File: config.mk
export PLATFORM = sky130hd
export DESIGN_NAME = data_mem_arbiter_flat
export DESIGN_NICKNAME = d
export VERILOG_FILES = /design/src/rtl/data_mem_arbiter_if.sv /design/src/rtl/data_mem_arbiter.sv /design/src/flat_wrapper.sv
export SDC_FILE = /design/constraint.sdc
export NUM_CORES = 1
export LEC_CHECK = 0
export CORE_AREA = 2 2 103 105
export DETAILED_ROUTE_END_ITERATION = 6
export DIE_AREA = 0 0 105 107
export PLACE_DENSITY_LB_ADDON = 0.15
export SYNTH_ARGS = -nofsm -noshare
export SYNTH_HDL_FRONTEND = slang
export SYNTH_SLANG_ARGS = --single-unit
File: constraint.sdc
create_clock -name CLK -period 5 [get_ports CLK]
set_clock_uncertainty 0.2 [all_clocks]
set_input_delay 1 -clock CLK [delete_from_list [all_inputs] [get_ports CLK]]
set_output_delay 1 -clock CLK [all_outputs]
set_load 0.05 [all_outputs]
File: src/rtl/data_mem_arbiter_if.sv
// Bus bundle between the CPU data port, the image DMA engine and DataMemoryManager.
// The arbiter takes the slave side; the surrounding system drives the master side.
interface data_mem_arbiter_if;
  logic        cpu_req_i;
  logic        cpu_we_i;
  logic [31:0] cpu_addr_i;
  logic [31:0] cpu_wdata_i;
  logic        cpu_stall_o;
  logic        cpu_rvalid_o;
  logic        dma_req_i;
  logic        dma_we_i;
  logic [31:0] dma_addr_i;
  logic [31:0] dma_wdata_i;
  logic        dma_gnt_o;
  logic        dma_rvalid_o;
  logic        dma_err_o;
  logic [31:0] rdata_o;
  logic [31:0] mem_address_o;
  logic [31:0] mem_data_o;
  logic        mem_wren_o;
  logic [31:0] mem_data_i;

  modport slave (
    input  cpu_req_i, cpu_we_i, cpu_addr_i, cpu_wdata_i,
    input  dma_req_i, dma_we_i, dma_addr_i, dma_wdata_i,
    input  mem_data_i,
    output cpu_stall_o, cpu_rvalid_o,
    output dma_gnt_o, dma_rvalid_o, dma_err_o,
    output rdata_o, mem_address_o, mem_data_o, mem_wren_o
  );

  modport master (
    output cpu_req_i, cpu_we_i, cpu_addr_i, cpu_wdata_i,
    output dma_req_i, dma_we_i, dma_addr_i, dma_wdata_i,
    output mem_data_i,
    input  cpu_stall_o, cpu_rvalid_o,
    input  dma_gnt_o, dma_rvalid_o, dma_err_o,
    input  rdata_o, mem_address_o, mem_data_o, mem_wren_o
  );
endinterface

File: src/rtl/data_mem_arbiter.sv
// CPU/DMA arbiter for the single DataMemoryManager port: CPU priority by default,
// with a starvation guard that hands the DMA a bounded burst of grants.
module data_mem_arbiter #(
  parameter int          MAX_WAIT  = 8,
  parameter int          BURST_LEN = 4,
  parameter logic [31:0] DMA_BASE  = 32'd262144
) (
  input logic              CLK,
  input logic              RST,
  data_mem_arbiter_if.slave bus
);
  localparam int WW = $clog2(MAX_WAIT + 1);
  localparam int BW = $clog2(BURST_LEN + 1);
  localparam logic [WW-1:0] L_MAX_WAIT  = WW'(MAX_WAIT);
  localparam logic [BW-1:0] L_BURST_LEN = BW'(BURST_LEN);

  typedef enum logic {CPU_PRI = 1'b0, DMA_BURST = 1'b1} state_t;

  state_t        r_state, w_state_next;
  logic [WW-1:0] r_wait_cnt, w_wait_next;
  logic [BW-1:0] r_burst_cnt, w_burst_next;
  logic          r_cpu_rvalid, r_dma_rvalid;
  logic          w_cpu_win, w_dma_win, w_dma_err, w_dma_access;

  always_comb begin
    w_cpu_win = 1'b0;
    w_dma_win = 1'b0;
    if (!RST) begin
      if (r_state == DMA_BURST) begin
        w_dma_win = bus.dma_req_i;
        w_cpu_win = bus.cpu_req_i & ~bus.dma_req_i;
      end else begin
        w_cpu_win = bus.cpu_req_i;
        w_dma_win = bus.dma_req_i & ~bus.cpu_req_i;
      end
    end
    // An out-of-window DMA request is consumed without touching memory.
    w_dma_err    = w_dma_win & (bus.dma_addr_i < DMA_BASE);
    w_dma_access = w_dma_win & ~w_dma_err;
  end

  // The burst starts the cycle after the wait count saturates, so the DMA
  // starves exactly MAX_WAIT cycles under continuous CPU load.
  always_comb begin
    w_state_next = r_state;
    w_burst_next = r_burst_cnt;
    w_wait_next  = r_wait_cnt;
    if (w_dma_win)
      w_wait_next = '0;
    else if (bus.dma_req_i && r_wait_cnt != L_MAX_WAIT)
      w_wait_next = r_wait_cnt + 1'b1;
    case (r_state)
      CPU_PRI: begin
        if (bus.dma_req_i && !w_dma_win && w_wait_next == L_MAX_WAIT) begin
          w_state_next = DMA_BURST;
          w_burst_next = '0;
        end
      end
      DMA_BURST: begin
        if (w_dma_win)
          w_burst_next = r_burst_cnt + 1'b1;
        if (!bus.dma_req_i || w_burst_next == L_BURST_LEN)
          w_state_next = CPU_PRI;
      end
      default: w_state_next = CPU_PRI;
    endcase
  end

  always_comb begin
    bus.cpu_stall_o   = ~RST & bus.cpu_req_i & ~w_cpu_win;
    bus.dma_gnt_o     = w_dma_win;
    bus.dma_err_o     = w_dma_err;
    bus.mem_address_o = '0;
    bus.mem_data_o    = '0;
    bus.mem_wren_o    = 1'b0;
    if (w_cpu_win) begin
      bus.mem_address_o = bus.cpu_addr_i;
      bus.mem_data_o    = bus.cpu_wdata_i;
      bus.mem_wren_o    = bus.cpu_we_i;
    end else if (w_dma_access) begin
      bus.mem_address_o = bus.dma_addr_i;
      bus.mem_data_o    = bus.dma_wdata_i;
      bus.mem_wren_o    = bus.dma_we_i;
    end
    bus.cpu_rvalid_o = r_cpu_rvalid & ~RST;
    bus.dma_rvalid_o = r_dma_rvalid & ~RST;
    bus.rdata_o      = RST ? 32'h0 : bus.mem_data_i;
  end

  always_ff @(posedge CLK) begin
    if (RST) begin
      r_state      <= CPU_PRI;
      r_wait_cnt   <= '0;
      r_burst_cnt  <= '0;
      r_cpu_rvalid <= 1'b0;
      r_dma_rvalid <= 1'b0;
    end else begin
      r_state      <= w_state_next;
      r_wait_cnt   <= w_wait_next;
      r_burst_cnt  <= w_burst_next;
      r_cpu_rvalid <= w_cpu_win & ~bus.cpu_we_i;
      r_dma_rvalid <= w_dma_access & ~bus.dma_we_i;
    end
  end
endmodule

File: src/flat_wrapper.sv
// flat-port wrapper written by rule: the top's interface ports become plain ports
module data_mem_arbiter_flat 
#(
  parameter int          MAX_WAIT  = 8,
  parameter int          BURST_LEN = 4,
  parameter logic [31:0] DMA_BASE  = 32'd262144
)
  (CLK, RST, bus_cpu_req_i, bus_cpu_we_i, bus_cpu_addr_i, bus_cpu_wdata_i, bus_dma_req_i, bus_dma_we_i, bus_dma_addr_i, bus_dma_wdata_i, bus_mem_data_i, bus_cpu_stall_o, bus_cpu_rvalid_o, bus_dma_gnt_o, bus_dma_rvalid_o, bus_dma_err_o, bus_rdata_o, bus_mem_address_o, bus_mem_data_o, bus_mem_wren_o);
  data_mem_arbiter_if bus_i ();
  input logic CLK;
  input logic RST;
  input wire logic [$bits(bus_i.cpu_req_i)-1:0] bus_cpu_req_i;
  input wire logic [$bits(bus_i.cpu_we_i)-1:0] bus_cpu_we_i;
  input wire logic [$bits(bus_i.cpu_addr_i)-1:0] bus_cpu_addr_i;
  input wire logic [$bits(bus_i.cpu_wdata_i)-1:0] bus_cpu_wdata_i;
  input wire logic [$bits(bus_i.dma_req_i)-1:0] bus_dma_req_i;
  input wire logic [$bits(bus_i.dma_we_i)-1:0] bus_dma_we_i;
  input wire logic [$bits(bus_i.dma_addr_i)-1:0] bus_dma_addr_i;
  input wire logic [$bits(bus_i.dma_wdata_i)-1:0] bus_dma_wdata_i;
  input wire logic [$bits(bus_i.mem_data_i)-1:0] bus_mem_data_i;
  output wire logic [$bits(bus_i.cpu_stall_o)-1:0] bus_cpu_stall_o;
  output wire logic [$bits(bus_i.cpu_rvalid_o)-1:0] bus_cpu_rvalid_o;
  output wire logic [$bits(bus_i.dma_gnt_o)-1:0] bus_dma_gnt_o;
  output wire logic [$bits(bus_i.dma_rvalid_o)-1:0] bus_dma_rvalid_o;
  output wire logic [$bits(bus_i.dma_err_o)-1:0] bus_dma_err_o;
  output wire logic [$bits(bus_i.rdata_o)-1:0] bus_rdata_o;
  output wire logic [$bits(bus_i.mem_address_o)-1:0] bus_mem_address_o;
  output wire logic [$bits(bus_i.mem_data_o)-1:0] bus_mem_data_o;
  output wire logic [$bits(bus_i.mem_wren_o)-1:0] bus_mem_wren_o;
  assign bus_i.cpu_req_i = bus_cpu_req_i;
  assign bus_i.cpu_we_i = bus_cpu_we_i;
  assign bus_i.cpu_addr_i = bus_cpu_addr_i;
  assign bus_i.cpu_wdata_i = bus_cpu_wdata_i;
  assign bus_i.dma_req_i = bus_dma_req_i;
  assign bus_i.dma_we_i = bus_dma_we_i;
  assign bus_i.dma_addr_i = bus_dma_addr_i;
  assign bus_i.dma_wdata_i = bus_dma_wdata_i;
  assign bus_i.mem_data_i = bus_mem_data_i;
  assign bus_cpu_stall_o = bus_i.cpu_stall_o;
  assign bus_cpu_rvalid_o = bus_i.cpu_rvalid_o;
  assign bus_dma_gnt_o = bus_i.dma_gnt_o;
  assign bus_dma_rvalid_o = bus_i.dma_rvalid_o;
  assign bus_dma_err_o = bus_i.dma_err_o;
  assign bus_rdata_o = bus_i.rdata_o;
  assign bus_mem_address_o = bus_i.mem_address_o;
  assign bus_mem_data_o = bus_i.mem_data_o;
  assign bus_mem_wren_o = bus_i.mem_wren_o;
  data_mem_arbiter #(.MAX_WAIT(MAX_WAIT), .BURST_LEN(BURST_LEN), .DMA_BASE(DMA_BASE)) u_core (.CLK(CLK), .RST(RST), .bus(bus_i));
endmodule
; Yosys cells after proc, flatten, opt, wreduce, memory -nomap -nowiden
; Cells that the tools add are included.
[totals]
regBits = 10
latchBits = 0
ram_bits = 0
mem_bits_ro = 0
out_inout_bits = 102
mem_count = 0
[classes]
addsub = 2
multipliers = 0
div_mod_pow = 0
n_lt_le_gt_ge = 1
n_eq_ne = 4
shift = 0
mux = 20
bitwise = 18
reduce_logical = 6
[op_table]
columns = cell, n
row1 = $mux W32, 5
row2 = $lt A32 B19 Y1 const B, 1
row3 = $and A1 B1 Y1, 10
row4 = $mux W3, 3
row5 = $mux W1, 8
row6 = $mux W4, 2
row7 = $not A1 Y1, 8
row8 = $pmux W3 S2, 1
row9 = $add A4 B1 Y4 const B, 1
row10 = $eq A4 B4 Y1 const B, 1
row11 = $ne A4 B4 Y1 const B, 1
row12 = $add A3 B1 Y3 const B, 1
row13 = $eq A3 B3 Y1 const B, 1
row14 = $logic_and A1 B1 Y1, 3
row15 = $logic_not A1 Y1, 2
row16 = $ne A2 B1 Y1 const B, 1
row17 = $pmux W1 S2, 1
row18 = $logic_or A1 B1 Y1, 1

; Logic depth before layout (Yosys ltp)
[logic_depth]
ltp_word = 10
mapped_depth = 7
mapped_depth_nobuf = 7

; Least setup slack after synthesis
; Ideal clock, no wire load.
[synth_path]
path_type = input-to-output
from = input port RST
to = output port bus_dma_err_o
t_arrival_ns = 2.695
slack_ns = 1.105
stages = 4
n_path_buf = 1
cell_sequence = a211oi_2 > clkbuf_1 > inv_1 > nor2_1
[synth_between]
elab_chain_cells = 2
[synth_lines]
columns = item, line
row1 = start: declaration, flat_wrapper.sv:11  ; input logic RST;
row2 = $mux W1, data_mem_arbiter.sv:28  ; if (!RST) begin
row3 = named net bus_dma_gnt_o, flat_wrapper.sv:23  ; output wire logic [$bits(bus_i.dma_gnt_o)-1:0] bus_dma_gnt_o;
row4 = $and A1 B1 Y1, data_mem_arbiter.sv:38  ; w_dma_err = w_dma_win & (bus.dma_addr_i < DMA_BASE);
row5 = end: declaration, flat_wrapper.sv:25  ; output wire logic [$bits(bus_i.dma_err_o)-1:0] bus_dma_err_o;
; The timed path passes the listed nets, and every way through them passes these cells.

; Final worst setup path
[layout_path]
from = input port bus_dma_req_i
to = output port bus_mem_address_o[0]
[layout_between]
elab_chain_cells = 8
[layout_lines]
columns = item, line
row1 = start: declaration, flat_wrapper.sv:16  ; input wire logic [$bits(bus_i.dma_req_i)-1:0] bus_dma_req_i;
row2 = $and A1 B1 Y1, data_mem_arbiter.sv:34  ; w_dma_win = bus.dma_req_i & ~bus.cpu_req_i;
row3 = $mux W1, data_mem_arbiter.sv:29  ; if (r_state == DMA_BURST) begin
row4 = $mux W1, data_mem_arbiter.sv:28
row5 = $and A1 B1 Y1, data_mem_arbiter.sv:38
row6 = $not A1 Y1, data_mem_arbiter.sv:39  ; w_dma_access = w_dma_win & ~w_dma_err;
row7 = $and A1 B1 Y1, data_mem_arbiter.sv:39
row8 = $mux W32, data_mem_arbiter.sv:80  ; end else if (w_dma_access) begin
row9 = $mux W32 *, data_mem_arbiter.sv:76  ; if (w_cpu_win) begin
row10 = end: declaration, flat_wrapper.sv:27  ; output wire logic [$bits(bus_i.mem_address_o)-1:0] bus_mem_address_o;
; Mark *: on every way between the ends. The rest lies on a longest branch, timed or not.

==> out/metrics.csv <==
metric,value,unit
power_density,147,nW/um^2
cts_resized,0,
syn_area,1500,um^2
dieWidth,105,um
multi_input_area,1180,um^2
num_io_pins,268,
vdd_ir_drop_max,0.0531,mV
crit_path_end_kind,output pin,
tns,0,ps
grt_pass1_wl,14.0,mm
synth_fp_nets,361,
cts_max_level,1,
cts_setup_buffers,0,
layout_commonest_cell,clkdlybuf4s50_1,
gp_congestion,0.779,
power.leakage,0.00196,uW
drc_errors,0,
firstDrtPassIters,4,
post-route-period-util,83.6,%
ys_ff_latch,10,
cts_buffer_depth,2,
cts.sinks,10,
mostFrequentLayoutCells,"clkdlybuf4s50_1 (199), buf_12 (69), a22o_1 (65), nor2b_1 (36), dfxtp_1 (10)",
rr_worst_depth,7,
hold_buffers,0,
r2r_slack,3010,ps
synthAdderAreaFrac,2.51,%
clkTransAtPathRegs,50,ps
outcome,"finished, final reports clean",
io_buffers,267,
wl,9.81,mm
synth_xor_area_share,1.17,%
fmax,239,MHz
n_fill_cell,943,
netlist_instances,192,
min_path_cells,2,
synth_edf_count,0,
start_util,14.8,%
combPwrFrac,75.2,%
core_area,10100,um^2
ys.flop_type,dfxtp_1,
r2r-end,u_core.r_state,
overflow,0,
synth_async_sr_flop_share,0,%
place_hpwl,8.50,mm
holdCritPathClass,reg -> reg,
die_h,107,um
hold-path-endpoint,u_core.r_burst_cnt[1],
synth-seq-area-share,13.4,%
synth-compound-area-share,45.0,%
cts_buffers,3,
die_area,11200,um^2
worst_slew_pin_slew,530,ps
finalCriticalPeriod,4180,ps
diodes,0,
synth-simple-area-share,26.4,%
drtIter0Drc,105,
max_cap_violations,0,
yosysWarningCount,0,
path_max_fanout,54,
nets,617,
regArea,200,um^2
p_int,443,uW
r2r_start,u_core.r_wait_cnt[0],
maxSlewHeadroom,64.5,%
grt_pass1_vias,2592,
ant_nets,0,
power,741,uW
p_sw_share,40.3,%
antenna_found_initial,0,
arrival,2980,ps
rows,37,
synth_top_family_by_area,compound AO/OA/AOI/OAI gates,
worst-setup-path-type,in -> out,
holdCritStartpoint,u_core.r_burst_cnt[1],
yosys.cell_types.count,35,
power_switching,299,uW
postSynthAreaPerCell,7.80,um^2
report.final.slew_viol_count,0,
grt_util_all_layers,15.9,%
p_clk_share,13.5,%
routed_via_density,4.50,
drive_gt1_share,18.6,%
synth.mux.area_fraction,2.76,%
wl_per_cell,16.8,um
setup_viol,0,
area_growth,236,%
via_count,2621,
hold_viol,0,
startpoint_type,input pin,
cts_tree,done,
p_seq_share,11.3,%
grt_max_degree,67,
worstSkewPairLatency,230,ps
cts_root_buf,clkbuf_8,
rsz0062_at_grt,no,
cp_data_required_time,3800,ps
==> cell families after synthesis <==
family	after synthesis
xor gates and xnor gates	2
and+or+nand+nor	67
muxes	4
AOI/OAI and AO/OA	78
DFF	10
adders and majority gates	3
buffers and inverters	28
==> flip-flops by register name (all words and copies together), names as in the netlist <==
name                 count
u_core.r_dma_rvalid      1
u_core.r_state           1
u_core.r_wait_cnt        4
u_core.r_cpu_rvalid      1
u_core.r_burst_cnt       3
==> per-layer routing <==
layer,track usage [%],part of all wire (%),routed length (um)
met2,31.0,53,5210
met5,0,0,0
met1,16.5,35,3450
met3,4.62,10,991
met4,4.19,1.5,152
==> final cells by class <==
cell class / instances / area share [%]
Timing Repair Buffer: 272 / 67.6
Multi-Input combinational cell: 154 / 23.4
Sequential cell: 10 / 3.98
Tap cell: 136 / 3.38
Clock buffer: 4 / 1.09
Inverter: 7 / 0.522
==> synthesized netlist by cell type (2+ instances only) <==
| library cell | number | share of area, % |
|---|---|---|
| nor3_1 | 6 | 2.0 |
| ha_1 | 3 | 2.5 |
| nand2_1 | 5 | 1.3 |
| nand4_1 | 2 | 0.84 |
| nor2_1 | 6 | 1.5 |
| a22o_1 | 65 | 38 |
| a21oi_1 | 4 | 1.3 |
| dfxtp_1 | 10 | 13 |
| o41ai_1 | 2 | 1.2 |
| nor2b_1 | 36 | 15 |
| mux2i_1 | 3 | 2.0 |
| clkbuf_1 | 9 | 2.3 |
| nor4_1 | 5 | 2.1 |
| buf_2 | 3 | 1.0 |
| buf_1 | 3 | 0.75 |
| buf_4 | 6 | 3.0 |
| inv_1 | 6 | 1.5 |
==> stage by stage <==
stage / setup WS [ps] / util, % / instance area (um^2) / hold WS, ps / std cells
2_1_floorplan: 1110 / - / 1500 / 307 / 192
3_3_place_gp: 804 / 49.3 / 4980 / 339 / 579
3_5_place_dp: 805 / 49.3 / 4980 / 366 / 579
4_1_cts: 804 / 49.9 / 5030 / 377 / 583
5_1_grt: 622 / 49.9 / 5030 / 403 / 583
6_report: 819 / 49.9 / 5030 / 377 / 583
==> critical path: stages <==
cell             delay [ps]
clkdlybuf4s50_1         760
inv_1                   100
a211oi_2                210
and2_2                  210
buf_12                  230
a22o_1                  260
buf_12                  160
==> worst max-delay path by stage <==
stage	start	to	slack [ps]
final	bus_dma_req_i	bus_mem_address_o[0]	820
after detailed placement	bus_dma_req_i	bus_mem_address_o[0]	800
after global routing	bus_dma_req_i	bus_mem_address_o[1]	620
after floorplan	RST	bus_dma_err_o	1110
after CTS	bus_dma_req_i	bus_mem_address_o[0]	800
after global placement	bus_dma_req_i	bus_mem_address_o[0]	800
==> power groups by stage <==
stage	clock, uW	combinational, uW	sequential (uW)
after detailed placement	0	560	85.4
after global routing	110	576	84.0
after floorplan	0	237	84.9
final	100	557	83.9
after CTS	105	561	83.8
after global placement	0	558	85.4
Power figures use the tool's default switching activity.
